--- config.mk ---
export PLATFORM = sky130hd
export DESIGN_NAME = dlx_fetch_unit
export DESIGN_NICKNAME = d
export VERILOG_FILES = /design/src/rtl/dlx_pkg.sv /design/src/rtl/dlx_if_id_reg.sv /design/src/rtl/dlx_fetch_unit.sv
export SDC_FILE = /design/constraint.sdc
export NUM_CORES = 1
export LEC_CHECK = 0
export ABC_CLOCK_PERIOD_IN_PS = 3200
export CAP_MARGIN = 20
export CORE_MARGIN = 2
export CORE_UTILIZATION = 49
export CTS_BUF_LIST = sky130_fd_sc_hd__clkbuf_16
export DETAILED_ROUTE_END_ITERATION = 8
export GPL_ROUTABILITY_DRIVEN = 0
export PLACE_DENSITY = 0.84
export SLEW_MARGIN = 20
export SYNTH_ARGS = -nofsm -noshare
export SYNTH_HDL_FRONTEND = slang
export SYNTH_SLANG_ARGS = --single-unit
--- constraint.sdc ---
create_clock -name clk_i -period 3.2 [get_ports clk_i]
set_input_delay 0.64 -clock clk_i [delete_from_list [all_inputs] [get_ports clk_i]]
set_output_delay 0.64 -clock clk_i [all_outputs]
set_load 0.03 [all_outputs]
--- src/rtl/dlx_pkg.sv ---
// Shared definitions for the DLX fetch stage: instruction width, the special
// NOP/HALT encodings and the fetch FSM state encoding.
package dlx_pkg;

  localparam int INST_W = 32;

  localparam logic [INST_W-1:0] NOP_WORD  = 32'h0000_0000;
  localparam logic [INST_W-1:0] HALT_WORD = 32'hFFFF_FFFF;

  typedef enum logic [1:0] {
    BOOT = 2'd0,
    RUN  = 2'd1,
    HALT = 2'd2
  } state_e;

endpackage

--- src/rtl/dlx_if_id_reg.sv ---
// IF/ID pipeline register: holds instruction, its byte address, next address
// and a valid flag. Controls are reset > flush > load > hold.
module dlx_if_id_reg
  import dlx_pkg::*;
#(
  parameter logic [INST_W-1:0] FLUSH_WORD = 32'h0000_0000
) (
  input  logic              clk_i,
  input  logic              rst_i,
  input  logic              load_i,
  input  logic              flush_i,
  input  logic [INST_W-1:0] inst_i,
  input  logic [31:0]       pc_i,
  input  logic [31:0]       npc_i,
  output logic [INST_W-1:0] inst_o,
  output logic [31:0]       pc_o,
  output logic [31:0]       npc_o,
  output logic              valid_o
);

  logic [INST_W-1:0] inst_q;
  logic [31:0]       pc_q;
  logic [31:0]       npc_q;
  logic              valid_q;

  // Flush keeps pc/npc so the bubble still carries the last known address.
  always_ff @(posedge clk_i) begin
    if (rst_i) begin
      inst_q  <= FLUSH_WORD;
      pc_q    <= '0;
      npc_q   <= '0;
      valid_q <= 1'b0;
    end else if (flush_i) begin
      inst_q  <= FLUSH_WORD;
      valid_q <= 1'b0;
    end else if (load_i) begin
      inst_q  <= inst_i;
      pc_q    <= pc_i;
      npc_q   <= npc_i;
      valid_q <= 1'b1;
    end
  end

  assign inst_o  = inst_q;
  assign pc_o    = pc_q;
  assign npc_o   = npc_q;
  assign valid_o = valid_q;

endmodule

--- src/rtl/dlx_fetch_unit.sv ---
// DLX instruction-fetch stage: PC register, ROM word index, BOOT/RUN/HALT FSM
// and the IF/ID register. Optional macro FETCH_PERF_CNT_EN adds a 32-bit
// count of captured instructions on fetch_cnt_o (tied to 0 otherwise).
module dlx_fetch_unit #(
  parameter int          ROM_DEPTH = 64,
  parameter logic [31:0] RESET_PC  = 32'h0000_0000,
  parameter logic [31:0] NOP_WORD  = dlx_pkg::NOP_WORD,
  parameter logic [31:0] HALT_WORD = dlx_pkg::HALT_WORD
) (
  input  logic        clk_i,
  input  logic        rst_i,
  output logic [31:0] rom_addr_o,
  input  logic [31:0] rom_data_i,
  input  logic        stall_i,
  input  logic        redirect_i,
  input  logic [31:0] redirect_pc_i,
  output logic [31:0] inst_o,
  output logic [31:0] pc_o,
  output logic [31:0] npc_o,
  output logic        valid_o,
  output logic        halted_o,
  output logic [31:0] fetch_cnt_o
);

  import dlx_pkg::*;

  localparam int AW = $clog2(ROM_DEPTH);

  state_e      state_q, state_d;
  logic [31:0] pc_q, pc_d;
  logic        load, flush;

  // State and PC registers.
  always_ff @(posedge clk_i) begin
    if (rst_i) begin
      state_q <= BOOT;
      pc_q    <= RESET_PC;
    end else begin
      state_q <= state_d;
      pc_q    <= pc_d;
    end
  end

  // Next state, next PC and IF/ID controls; RUN priority is redirect > stall > fetch.
  always_comb begin
    state_d = state_q;
    pc_d    = pc_q;
    load    = 1'b0;
    flush   = 1'b0;
    unique case (state_q)
      BOOT: state_d = RUN;
      RUN: begin
        if (redirect_i) begin
          pc_d  = redirect_pc_i & ~32'd3;
          flush = 1'b1;
        end else if (!stall_i) begin
          load = 1'b1;
          if (rom_data_i == HALT_WORD) state_d = HALT;
          else                         pc_d    = pc_q + 32'd4;
        end
      end
      HALT: flush = !stall_i;
      default: state_d = BOOT;
    endcase
  end

  assign rom_addr_o = {{(32-AW){1'b0}}, pc_q[AW+1:2]};
  assign halted_o   = (state_q == HALT);

  dlx_if_id_reg #(.FLUSH_WORD(NOP_WORD)) u_if_id (
    .clk_i   (clk_i),
    .rst_i   (rst_i),
    .load_i  (load),
    .flush_i (flush),
    .inst_i  (rom_data_i),
    .pc_i    (pc_q),
    .npc_i   (pc_q + 32'd4),
    .inst_o  (inst_o),
    .pc_o    (pc_o),
    .npc_o   (npc_o),
    .valid_o (valid_o)
  );

`ifdef FETCH_PERF_CNT_EN
  logic [31:0] fetch_cnt_q;

  // Count every RUN-state capture, HALT_WORD included; wraps naturally.
  always_ff @(posedge clk_i) begin
    if (rst_i)     fetch_cnt_q <= '0;
    else if (load) fetch_cnt_q <= fetch_cnt_q + 32'd1;
  end

  assign fetch_cnt_o = fetch_cnt_q;
`else
  assign fetch_cnt_o = '0;
`endif

endmodule

# After elaboration in Yosys (flattened, before gate mapping)
# Cells that the tools add are included.
classes:
  shift: 0
  multipliers: 0
  div_mod_pow: 0
  n_addsub: 1
  eq_ne: 8
  n_lt_le_gt_ge: 0
  n_reduce_logical: 6
  bitwise_logic: 2
  muxes: 12
op_table:
  columns: ["operator", "n"]
  rows:
  - ["$mux W32", 3]
  - ["$add A32 B3 Y32 const B", 1]
  - ["$eq A32 B32 Y1 const B", 1]
  - ["$ne A2 B2 Y1 const B", 4]
  - ["$mux W2", 3]
  - ["$pmux W2 S3", 1]
  - ["$mux W1", 4]
  - ["$reduce_and A4 Y1", 1]
  - ["$reduce_and A3 Y1", 1]
  - ["$eq A2 B1 Y1 const B", 1]
  - ["$eq A2 B2 Y1 const B", 1]
  - ["$logic_not A2 Y1", 1]
  - ["$ne A2 B1 Y1 const B", 1]
  - ["$not A1 Y1", 2]
  - ["$pmux W1 S2", 1]
  - ["$reduce_and A2 Y1", 1]
  - ["$reduce_or A2 Y1", 1]
  - ["$logic_not A1 Y1", 1]
word_totals:
  memories: 0
  romBits: 0
  latchBits: 0
  regBits: 131
  ram_bits: 0
  output_inout_bits: 162
  wordCells: 35

# Logic depth before layout (Yosys ltp)
logic_depth:
  ltp_word: 5
  ltp_mapped: 10

# Modules after synthesis
# From an unflattened synthesis, not the netlist that was laid out.
unflattened:
  cells_unflattened: 789
  hier_area_um2: 7404.6
by_module_without_submodules:
  columns: ["mod", "cells_per_inst", "seq_area_each_um2", "n_inst", "area_per_inst_um2"]
  rows:
  - ["dlx_if_id_reg", 400, 1941.9, 1, 4390.5]
  - ["dlx_fetch_unit", 389, 640.6, 1, 3014.1]

# Worst setup path after synthesis
# OpenSTA, ideal clock, no wires.
synth_timing:
  path_type: "in2reg"
  startpoint: "input rom_data_i[14]"
  endpoint: "register pc_q[20]"
  stages: 7
  path_slack_ns: 1.144
  setup_time_ns: 0.115
  n_path_buf: 2
  arrival_ns: 1.942
  path_cell_list: "nand4_1 > nor4_1 > a21o_1 > buf_4 > buf_4 > a22oi_1 > o21a_1"
synth_via:
  elab_chain_cells: 3
synth_rtl:
  columns: ["element", "line_no", "rtl"]
  rows:
  - ["start, declared", "dlx_fetch_unit.sv:13", "input logic [31:0] rom_data_i,"]
  - ["$eq A32 B32 Y1", "dlx_fetch_unit.sv:58", "if (rom_data_i == HALT_WORD) state_d = HALT;"]
  - ["$ne A2 B2 Y1 (no source line)", null, null]
  - ["$reduce_and A3 Y1 (no source line)", null, null]
  - ["end signal, assigned", "dlx_fetch_unit.sv:40", "pc_q <= pc_d;"]
  - ["end, declared", "dlx_fetch_unit.sv:30", "logic [31:0] pc_q, pc_d;"]
# Every way passes these cells.
# A chain may end at the register's enable or synchronous reset.

# Final worst setup path
layout_timing:
  startpoint: "input rom_data_i[24]"
  endpoint: "register pc_q[29]"
# Same word-level chain as after synthesis.

==> metrics.md <==
| Metric | Value |
|---|---|
| Asr flop ratio synth | `0` |
| Post-synth EDFFs | `0` |
| Routed len/inst | `15.22 um` |
| Cell Pwr Density | `601.2 nW/um^2` |
| Final Max Slew Viols | `0` |
| Die Y | `117.9 um` |
| Ant diodes | `0` |
| Remaining Overflow, GRT | `0` |
| Clock Sinks | `125` |
| Setup bufs post-CTS | `0` |
| Worst-path maximum fanout | `17` |
| Clk_skew | `0.008119 ns` |
| Synth area leaders | `dfxtp_1, nand2_1, buf_4` |
| Top_reg_cell synth | `dfxtp_1` |
| Post-CTS Resized | `0` |
| Arrival time at the worst endpoint | `2.92 ns` |
| Met2 wire length | `8268 um` |
| Pin count of the biggest net entering global routing | `48` |
| Clock slew at reported path FFs | `0.05 ns` |
| Routed length on met3 | `1433 um` |
| Worst Tran Pin Value | `1.026 ns` |
| Vias in the first global route | `5465` |
| Avg Synthesized Cell Area | `7.932 sq um` |
| Placed Area | `7806 sq um` |
| Worst EP required | `3.51 ns` |
| Num CTS Buffers | `17` |
| CTS H-tree depth | `4` |
| Seq/Total Area, Yosys | `0.3939` |
| Max VDD drop | `0.0003440 V` |
| Final wirelength | `17030 um` |
| Design area | `8324 sq um` |
| Clk_lat worst skew | `0.42 ns` |
| Initial DRT Pass Iterations | `6` |
| Status | `finished clean` |
| Placed Cells | `1087` |
| Nets@finish | `1007` |
| Clk buf depth | `2` |
| DR DRC count | `0` |
| Chip width | `117.9 um` |
| Mapped Cells | `801` |
| Max Cap Viol | `0` |
| Setup-failing EPs final | `0` |
| Fin crit period | `2.607 ns` |
| GRT Total Usage | `0.2431` |
| Area added between synthesis and finish | `31.02%` |
| Die area | `13890 sq um` |
| Synth Cell Area | `6354 sq um` |
| Setup Total Neg Slack | `0 ns` |
| Period utilisation layout | `0.8147` |
| Initial antenna violation count | `0` |
| I/O pins | `230` |
| Total chip power | `5.005 mW` |
| Total leakage power | `2.946 nW` |
| Final std cells w/o fill | `1119` |
| Yosys Warn Count | `0` |
| Top-count cell post-synth | `nand2_1` |
| CTS tree | `yes` |
| Antenna viol nets, final | `0` |
| Starting DRC count in detailed routing | `584` |
| Port buffer count | `165` |
| Leading area contributor after synthesis | `dfxtp_1` |
| Seq cells post-synth | `125` |
| Worst setup path category | `in -> reg` |
| Highest metal used | `met4` |
| Commonest cells post-synth | `nand2_1, dfxtp_1, a21oi_1` |
| Area taken by multi-input logic gates | `3267 sq um` |
| CTS hold repair buffers | `0` |
| Root buf cell | `clkbuf_16` |
| Sequential cell area | `2502 sq um` |
| Vias post-DR | `6034` |
| Worst hold path type | `reg -> reg` |
| Startpoint type of the worst setup path | `input pin` |
| Max Freq | `383.6 MHz` |
| First-pass GRT wire length | `27390 um` |
| FILL cells | `1108` |
| RSZ-0062 raised after global routing | `false` |
| Layout cells sized above 1 | `0.06547` |
| DR vias/cell | `5.392` |
| M1 WL | `7008 um` |
| CORE AREA | `12620 sq um` |
| Max_slew headroom | `0.3145` |
| Crit. End Element | `flop` |
| Post-synth cell types | `64` |
| Hpwl dp | `11790 um` |
| Hold Vio Cnt, Final | `0` |
| Initial Util | `0.5035` |
| Yosys top cell area share | `0.3939` |
| Row cnt | `41` |
final cells by class:
type                    count  share of cell area
multi-input cells         597              0.3925
flip-flops and latches    125              0.3006
repair buffers            185              0.2152
clock buffers              17             0.05110
well taps                 172             0.02585
clock inverters            15             0.01112
inverters                   8            0.003607
metal layers:
layer  vias to the layer above  track usage
met3                        23      0.08043
met1                      2807       0.3000
li1                       2936            -
met5                         -            0
met4                         0      0.08810
met2                       268       0.3957
stage by stage:
| step | setup slack, ns | hold slack [ns] | utilization |
|---|---|---|---|
| 2_1_floorplan | 1.144 | 0.4319 | - |
| 3_3_place_gp | 0.2831 | 0.4413 | 0.6186 |
| 3_5_place_dp | 0.2153 | 0.4458 | 0.6186 |
| 4_1_cts | 0.6144 | 0.4530 | 0.6596 |
| 5_1_grt | 0.5057 | 0.4684 | 0.6596 |
| 6_report | 0.5930 | 0.4518 | 0.6596 |
cells in the final DEF (no fill, tap or decap), types with 5 or more instances in the layout:
cell and n:
o21ai_0 10, nand2_1 162, a22oi_1 12, clkdlybuf4s50_1 163
o32ai_1 11, a21oi_1 77, ha_1 5, xnor2_1 9
xor2_1 14, nand4_1 14, nand3_1 26, nor2_1 55
nor3_1 14, nand2b_1 5, inv_1 12, clkinv_1 5
a31oi_1 9, a211oi_1 22, nor4_1 7, and3_1 7
conb_1 62, clkbuf_16 17, o22ai_1 6, dfxtp_1 125
buf_4 20
worst max-delay path, cell delays in order:
cell and delay [ns]:
clkdlybuf4s50_1 0.50, nand4_1 0.11, nor4_1 0.42, buf_4 0.21, a21o_1 0.15, buf_4 0.24, nand2_1 0.26, o32ai_1 0.38
sequential cells by signal, summed over array words and instances (netlist names):
signal           cells
u_if_id.npc_o       30
pc_q                30
u_if_id.inst_o      32
state_q              2
u_if_id.valid_o      1
u_if_id.pc_o        30
report_power, final:
group	total [mW]	switching, mW	internal, mW	leakage (nW)
Sequential	1.91	0.183	1.72	1.01
Combinational	1.40	0.871	0.527	1.66
Clock	1.70	0.668	1.03	0.276
Total	5.00	1.72	3.28	2.95
logic make-up (layout without fill, tap and decap cells):
| kind of cell | Yosys count | after routing | share of synthesized area |
|---|---|---|---|
| buffers and inverters | 140 | 225 | 0.1308 |
| DFF | 125 | 125 | 0.3939 |
| and+or+nand+nor | 321 | 321 | 0.2403 |
| adders and majority gates | 5 | 5 | 0.009846 |
| muxes | 5 | 5 | 0.008074 |
| xor gates and xnor gates | 23 | 23 | 0.03171 |
| other | 1 | 62 | 0.0005902 |
| AOI/OAI and AO/OA | 181 | 181 | 0.1849 |
path summary, 6_finish.rpt:
path                                start                      endpoint  slack [ns]  cells past startpoint
max                        rom_data_i[24]         pc_q[29]$_SDFFE_PP0P_        0.59                      8
min          u_if_id.pc_o[8]$_SDFFE_PP0P_  u_if_id.pc_o[8]$_SDFFE_PP0P_        0.45                      2
max reg2reg       state_q[1]$_SDFFE_PP0P_         pc_q[29]$_SDFFE_PP0P_        0.79                      5
min reg2reg  u_if_id.pc_o[8]$_SDFFE_PP0P_  u_if_id.pc_o[8]$_SDFFE_PP0P_        0.45                      2
Note: power is estimated with default switching activity, not from simulation.
